[config.mk]
export PLATFORM = sky130hd
export DESIGN_NAME = radix_converter
export DESIGN_NICKNAME = d
export VERILOG_FILES = /design/src/rtl/radix_converter.sv
export SDC_FILE = /design/constraint.sdc
export NUM_CORES = 1
export LEC_CHECK = 0
export CAP_MARGIN = 20
export CELL_PAD_IN_SITES_DETAIL_PLACEMENT = 0
export CELL_PAD_IN_SITES_GLOBAL_PLACEMENT = 2
export CORE_ASPECT_RATIO = 1.1
export CORE_UTILIZATION = 37
export CTS_CLUSTER_SIZE = 30
export DETAILED_ROUTE_END_ITERATION = 8
export GPL_ROUTABILITY_DRIVEN = 1
export GPL_TIMING_DRIVEN = 1
export PLACE_DENSITY = 0.77
export SKIP_LAST_GASP = 1
export SYNTH_ARGS = -nofsm -noshare
export SYNTH_HDL_FRONTEND = slang
export SYNTH_SLANG_ARGS = --single-unit
[constraint.sdc]
create_clock -name clk -period 2.5 [get_ports clk]
set_input_delay 0.5 -clock clk [delete_from_list [all_inputs] [get_ports clk]]
set_output_delay 0.5 -clock clk [all_outputs]
set_load 0.01 [all_outputs]
[src/rtl/radix_converter.sv]
// Sequential binary-to-radix converter: restoring division by BASE, one quotient
// bit per cycle, one digit per pass, with leading-zero blanking and overflow.
module radix_converter #(
    parameter int unsigned BIT_DEPTH  = 16,
    parameter int unsigned NUM_DIGITS = 5,
    parameter int unsigned BASE       = 10
) (
    input  logic                    clk,
    input  logic                    reset_n,
    input  logic                    start,
    input  logic [BIT_DEPTH-1:0]    number,
    input  logic                    blank_leading,
    output logic                    ready,
    output logic                    valid,
    output logic [4*NUM_DIGITS-1:0] digits,
    output logic [NUM_DIGITS-1:0]   blank_mask,
    output logic                    overflow
);

    localparam int unsigned W     = BIT_DEPTH + 4;
    localparam int unsigned DW    = 4 * NUM_DIGITS;
    localparam int unsigned CNT_W = $clog2(BIT_DEPTH);
    localparam int unsigned IDX_W = $clog2(NUM_DIGITS + 1);

    localparam logic [1:0] S_IDLE   = 2'd0;
    localparam logic [1:0] S_DIVIDE = 2'd1;
    localparam logic [1:0] S_STORE  = 2'd2;
    localparam logic [1:0] S_DONE   = 2'd3;

    if (BASE < 2 || BASE > 16) begin : g_bad_base
        $error("radix_converter: BASE must be in 2..16");
    end

    logic [1:0]            state_q, state_d;
    logic                  ready_q, ready_d;
    logic                  valid_q, valid_d;
    logic [BIT_DEPTH-1:0]  work_q, work_d;
    logic [W-1:0]          rem_q, rem_d;
    logic [CNT_W-1:0]      bit_cnt_q, bit_cnt_d;
    logic [IDX_W-1:0]      idx_q, idx_d;
    logic [DW-1:0]         acc_q, acc_d;
    logic                  blank_lead_q, blank_lead_d;
    logic [DW-1:0]         digits_q, digits_d;
    logic [NUM_DIGITS-1:0] mask_q, mask_d;
    logic                  ovf_q, ovf_d;

    logic [W-1:0]          trial;
    logic                  qbit;
    logic                  zero_above;
    logic [NUM_DIGITS-1:0] mask_calc;

    // Next-state and datapath; the accumulator is only published on entry to DONE.
    always_comb begin
        state_d      = state_q;
        ready_d      = ready_q;
        valid_d      = valid_q;
        work_d       = work_q;
        rem_d        = rem_q;
        bit_cnt_d    = bit_cnt_q;
        idx_d        = idx_q;
        acc_d        = acc_q;
        blank_lead_d = blank_lead_q;
        digits_d     = digits_q;
        mask_d       = mask_q;
        ovf_d        = ovf_q;
        trial        = {rem_q[W-2:0], work_q[BIT_DEPTH-1]};
        qbit         = 1'b0;
        zero_above   = 1'b1;
        mask_calc    = '0;

        case (state_q)
            S_IDLE, S_DONE: begin
                if (start) begin
                    work_d       = number;
                    blank_lead_d = blank_leading;
                    rem_d        = '0;
                    bit_cnt_d    = '0;
                    idx_d        = '0;
                    acc_d        = '0;
                    valid_d      = 1'b0;
                    ready_d      = 1'b0;
                    state_d      = S_DIVIDE;
                end
            end
            S_DIVIDE: begin
                if (trial >= W'(BASE)) begin
                    rem_d = trial - W'(BASE);
                    qbit  = 1'b1;
                end else begin
                    rem_d = trial;
                end
                work_d = {work_q[BIT_DEPTH-2:0], qbit};
                if (bit_cnt_q == CNT_W'(BIT_DEPTH - 1)) begin
                    bit_cnt_d = '0;
                    state_d   = S_STORE;
                end else begin
                    bit_cnt_d = bit_cnt_q + CNT_W'(1);
                end
            end
            S_STORE: begin
                for (int i = 0; i < int'(NUM_DIGITS); i++) begin
                    if (idx_q == IDX_W'(i)) begin
                        acc_d[4*i +: 4] = rem_q[3:0];
                    end
                end
                rem_d = '0;
                idx_d = idx_q + IDX_W'(1);
                if (idx_q < IDX_W'(NUM_DIGITS - 1)) begin
                    state_d = S_DIVIDE;
                end else begin
                    // Blank from the top down while digits stay zero; never blank digit 0.
                    for (int i = int'(NUM_DIGITS) - 1; i >= 1; i--) begin
                        zero_above   = zero_above & (acc_d[4*i +: 4] == 4'd0);
                        mask_calc[i] = blank_lead_q & zero_above & ~(|work_q);
                    end
                    state_d  = S_DONE;
                    ready_d  = 1'b1;
                    valid_d  = 1'b1;
                    digits_d = acc_d;
                    ovf_d    = |work_q;
                    mask_d   = mask_calc;
                end
            end
            default: begin
                state_d = S_IDLE;
                ready_d = 1'b1;
                valid_d = 1'b0;
            end
        endcase
    end

    always_ff @(posedge clk or negedge reset_n) begin
        if (!reset_n) begin
            state_q      <= S_IDLE;
            ready_q      <= 1'b1;
            valid_q      <= 1'b0;
            work_q       <= '0;
            rem_q        <= '0;
            bit_cnt_q    <= '0;
            idx_q        <= '0;
            acc_q        <= '0;
            blank_lead_q <= 1'b0;
            digits_q     <= '0;
            mask_q       <= '0;
            ovf_q        <= 1'b0;
        end else begin
            state_q      <= state_d;
            ready_q      <= ready_d;
            valid_q      <= valid_d;
            work_q       <= work_d;
            rem_q        <= rem_d;
            bit_cnt_q    <= bit_cnt_d;
            idx_q        <= idx_d;
            acc_q        <= acc_d;
            blank_lead_q <= blank_lead_d;
            digits_q     <= digits_d;
            mask_q       <= mask_d;
            ovf_q        <= ovf_d;
        end
    end

    assign ready      = ready_q;
    assign valid      = valid_q;
    assign digits     = digits_q;
    assign blank_mask = mask_q;
    assign overflow   = ovf_q;

endmodule

== Word-level counts from Yosys, hierarchy flattened ==
Index checks and enable logic that the tools add are counted.
Operators by class
  $add $sub $neg: 3
  order comparisons: 2
  eq/ne operators: 11
  muxes and demuxes: 28
  bitwise operators: 13
  reductions and logical operators: 16
Operator list (number)
  one-hot mux 19 bit (3 select lines): 1
  2-to-1 mux 4 bit: 11
  one-hot mux 20 bit (2 select lines): 1
  one-hot mux 16 bit (2 select lines): 1
  greater-or-equal comparator 20 x 4 -> 1 bit (second input constant): 1
  2-to-1 mux 20 bit: 1
  2-to-1 mux 19 bit: 1
  subtractor 19 x 4 -> 19 bit (second input constant): 1
  zero test 4 bit: 4
  2-to-1 mux 16 bit: 1
  OR reduction 16 bit: 1
  AND 1 bit: 11
  AND reduction 2 bit: 5
  one-hot mux 4 bit (2 select lines): 1
  equality test 3 x 2 -> 1 bit (second input constant): 2
  2-to-1 mux 2 bit: 3
  != test 2 bit (second input constant): 3
  one-hot mux 2 bit (3 select lines): 1
  one-hot mux 3 bit (2 select lines): 1
  adder 4 x 1 -> 4 bit (second input constant): 1
  equality test 2 bit (second input constant): 2
  equality test 4 bit (second input constant): 1
  nonzero test 2 bit: 2
  adder 3 x 1 -> 3 bit (second input constant): 1
  other kinds (12): 15
Word-level totals
  register bits: 92
  input bits: 20
  output and inout bits: 28
  logic and storage cells: 85

== Logic depth before layout (Yosys ltp) ==
Gate-level depths: netlist (run 1).
  depth after elaboration: 9
  mapped depth: 9
  mapped depth without buffers: 6

== Worst setup path before layout (run 1) ==
Ideal clock, no wire load.
  path kind: flip-flop to flip-flop
  from: reg state_q[0]
  to: reg rem_q[2]
  setup time: 0.116 ns
  arrival time: 1.991 ns
  required time: 2.384 ns
  slack: 0.394 ns
  cell stages (with the launch flop): 10
  path buffers: 3
  period minus slack after synthesis: 2.106 ns
  path through: dfrtp_1 > inv_1 > ha_1 > nand2b_1 > clkbuf_1 > and2_1 > clkbuf_1 > buf_1 > nand4_1 > o311ai_0
Between the ends
  longest elaborated chain between the ends: 3
  elaborated cells on any way between the ends: 7
  those cells by class: 4 x eq/ne; 1 x mux; 2 x reduce/logical
Ends and longest elaborated chain
  start, declared: line 34  | logic [1:0] state_q, state_d;
  start signal, assigned: line 147  | state_q <= state_d;
  equality test 2 bit or zero test 2 bit (tied branches): line 71  | case (state_q)
  OR reduction 2 bit: line 71
  one-hot mux 19 bit (3 select lines) or != test 2 bit (tied branches)
  end signal, assigned: line 151  | rem_q <= rem_d;
  end, declared: line 38  | logic [W-1:0] rem_q, rem_d;
Parallel ways exist; a longest one is shown, timed or not.
A chain may end at the register's enable or synchronous reset.

== Worst setup path in the final report (run 1) ==
  from: reg state_q[0]
  to: reg mask_q[1] (netlist: blank_mask[1])
Between the ends
  longest elaborated chain between the ends: 2
Ends and longest elaborated chain
  equality test 2 bit: line 71
  AND reduction 2 bit (no line)
  end signal, assigned: line 157  | mask_q <= mask_d;
  end, declared: line 44  | logic [NUM_DIGITS-1:0] mask_q, mask_d;
Every way passes these cells.

==> summary.md, run 1 <==
| Metric | Value |
|---|---|
| Initial detailed-routing violation count | `129` |
| Layout cells sized above 1 | `12.20%` |
| Vias after detailed routing | `3471` |
| Cells after Synth | `433` |
| Die ar. | `12640 µm²` |
| Final #Nets | `517` |
| Pwr Density | `560.7 nW/µm²` |
| Most common cell in the netlist | `dfrtp_1` |
| Cts bufs inserted | `9` |
| Initial Util | `38.58%` |
| TNS Setup | `0 ns` |
| Core area | `11700 µm²` |
| Leading area contributor after synthesis | `dfrtp_1` |
| Met3 GRT Util | `3.876%` |
| Hold-fix buffers, CTS | `0` |
| Input/output buffers | `46` |
| Yosys Warn Count | `0` |
| Clk buf depth | `2` |
| Minimum clock period | `2.193 ns` |
| Fin. max-slew vios | `0` |
| DP HPWL | `7352 µm` |
| Complex-gate fraction of the synthesized area | `16.69%` |
| Status | `finished clean` |
| Leakage Power | `2.530 nW` |
| I/O pins | `48` |
| Final core occ | `47.95%` |
| Post-route ant nets | `0` |
| Antenna cell count | `0` |
| Met1 usage | `25.50%` |
| Vias/cell | `5.407` |
| Routing usage on met2 | `28.75%` |
| Crit end category | `register` |
| DR WL/cell | `16.34 µm` |
| Cell variety after synth | `52` |
| CTS tree | `yes` |
| Final Hold Vio Count | `0` |
| Post-Syn Area | `4512 µm²` |
| Htree depth | `3` |
| Number of synthesized flops with an enable pin | `0` |
| Mapped Nets | `463` |
| Largest family of logic cells by synthesized area | `simple AND/OR/NAND/NOR gates` |
| Gpl congestion | `0.7594` |
| Vias in the first global route | `3469` |
| Share of the yosys chip area belonging to registers | `51.05%` |
| FF-to-FF End | `blank_mask[1]` |
| Asr flop ratio synth | `100.0%` |
| Synth Flop Type | `dfrtp_1` |
| Layout Area Growth over Synthesis | `24.29%` |
| Hold Slack | `0.1340 ns` |
| # Max-Cap Violations | `0` |
| Xor/xnor share of the synthesized area | `0%` |
| CP Launch Point | `state_q[0]` |
| Clock Skew | `0.007842 ns` |
| Synth Register Bits | `92` |
| CP Capture Point | `blank_mask[1]` |
| Postcts setup bufs | `0` |
| R2R Path Start | `state_q[0]` |
| Reg clk slew, reported paths | `0.07 ns` |
| Critical path type | `register to register` |
| Clock sink total | `92` |
| Startpoint types | `register` |
| VDD IR-drop max | `0.3663 mV` |
| DIE WIDTH | `107.3 µm` |
| Clock root buffer | `clkbuf_16` |
| Area contributors post-synth | `dfrtp_1 50%, mux2i_1 5.8%, nand2_1 4.2%, a22o_1 4.1%, o21ai_0 3.9%` |
| Initial antenna violation count | `0` |
| R2R Setup Slk | `0.31 ns` |
| Worst R2R Path Depth | `6` |
| Post-synth top cells | `91 x dfrtp_1, 51 x nand2_1, 35 x o21ai_0` |
| Slew Limit Headroom | `55.95%` |
| Maximum fanout along the worst path | `8` |
| Drt total wl | `10490 µm` |
| Cts repair resizes | `0` |
| Unrepaired setup endpoints after global routing | `no` |
| Crit share post-route | `87.72%` |
| # rows | `41` |
| Filler cell count | `1109` |
| Adder-cell share of the synthesized area | `2.773%` |
| Design area | `5608 µm²` |
| Required @ worst endpoint | `2.73 ns` |
| First-pass GRT wire length | `18040 µm` |
| Area of placed instances | `5258 µm²` |
| Mean Syn Cell Area | `10.42 µm²` |
| Mux cell area share after synthesis | `9.262%` |
| Simple-Gate Fraction of Synth Area | `17.14%` |
| Die height | `117.8 µm` |
| Synth top area share | `50.47%` |
| Hold Crit Class | `primary input to asynchronous set/reset pin` |
| DRT Pass-1 Iters | `4` |
| Largest net degree at the start of global routing | `40` |
| FMAX | `456.0 MHz` |
| Overflow after GRT | `0` |
| Total Routing Usage GR | `18.32%` |
| Clock Latency Late Sink | `0.34 ns` |
| Grt peak-use layer | `met2` |
| DRC viols | `0` |
| Setup Viol. Count Final | `0` |
| WP data arrival | `2.42 ns` |
| Worst Max-Slew Pin Slew | `0.6547 ns` |
## sequential cells by signal, indices dropped and copies added (netlist names)
name and count:
bit_cnt_q 4, state_q 2, overflow 1, digits 20, acc_q 20, idx_q 3
blank_lead_q 1, blank_mask 4, ready 1, rem_q 19, work_q 16, valid 1
## kinds of logic after synthesis
logic type               after synthesis
AO/OA/AOI/OAI                        105
adder cells (fa/ha/maj)               10
buffers and inverters                 35
flip-flops                            92
multiplexers                          40
other                                  1
AND/OR/NAND/NOR                      150
## worst max-delay path, stage by stage (launching register included)
cell     delay, ns
dfrtp_1       0.41
inv_1         0.09
ha_1          0.30
and2_1        0.23
nand2_1       0.08
or4_1         0.59
o41ai_1       0.39
## metal layers
| layer | vias to the layer above | part of all wire, % |
|---|---|---|
| met1 | 1686 | 50 |
| met3 | 9 | 3.0 |
| li1 | 1722 | - |
| met4 | 0 | 1.1 |
| met5 | - | 0 |
| met2 | 54 | 46 |
## worst min-delay path by stage
stage	from	slack [ns]	endpoint
floorplan	reset_n	0.20	acc_q[0]
global placement	blank_mask[4]	0.46	blank_mask[4]
detailed placement	blank_mask[4]	0.46	blank_mask[4]
CTS	reset_n	0.16	digits[12]
global route	reset_n	0.17	digits[12]
finish	reset_n	0.13	digits[12]
## per-stage QoR
stage / setup slack [ns] / power, mW / instances
global route: 0.1088 / 3.269 / 642
floorplan: 0.3937 / 1.525 / 433
global placement: 0.2783 / 1.592 / 626
detailed placement: 0.2302 / 1.592 / 626
finish: 0.3069 / 3.144 / 642
CTS: 0.2881 / 3.186 / 642
## final cells by class
| type | instances | area (µm²) | area share (%) |
|---|---|---|---|
| Clock inverter | 6 | 111.4 | 1.986 |
| Inverter | 9 | 33.78 | 0.6024 |
| Timing Repair Buffer | 69 | 655.6 | 11.69 |
| Tap cell | 150 | 187.7 | 3.347 |
| Sequential cell | 92 | 2303 | 41.08 |
| Multi-Input combinational cell | 306 | 2077 | 37.04 |
| Clock buffer | 10 | 239.0 | 4.261 |
## cells in the final DEF, fill, tap and decap left out, types with 4 or more instances in the layout
cell type	count
a21oi_1	8
a22o_1	21
a32o_1	4
a32oi_1	8
and2_1	4
buf_4	22
clkbuf_16	9
clkdlybuf4s50_1	45
dfrtp_1	91
ha_1	10
inv_1	9
mux2_2	14
mux2i_1	25
nand2_1	51
nand2b_1	5
nand3_1	19
nand4_1	6
nor2_1	22
nor2b_1	5
nor3_1	4
nor4_1	11
o21ai_0	35
o41ai_1	5
or4_1	8
## power by group
part / switching, mW / total [mW] / leakage (nW) / internal (mW)
sequential: 0 / 1.49 / 1.27 / 1.49
combinational: 0.0392 / 0.0730 / 1.09 / 0.0338
clock: 0.579 / 1.58 / 0.169 / 1.00
No activity file was read; power rests on OpenSTA's default activity.
==> run 2, diff against run 1 <==
--- a/config.mk
+++ b/config.mk
@@ -5,6 +5,7 @@
 export SDC_FILE = /design/constraint.sdc
 export NUM_CORES = 1
 export LEC_CHECK = 0
+export ABC_AREA = 0
 export CAP_MARGIN = 20
 export CELL_PAD_IN_SITES_DETAIL_PLACEMENT = 0
 export CELL_PAD_IN_SITES_GLOBAL_PLACEMENT = 2
==> results of run 2 <==
The final DEF is identical to that of run 1; final timing and power are the same.
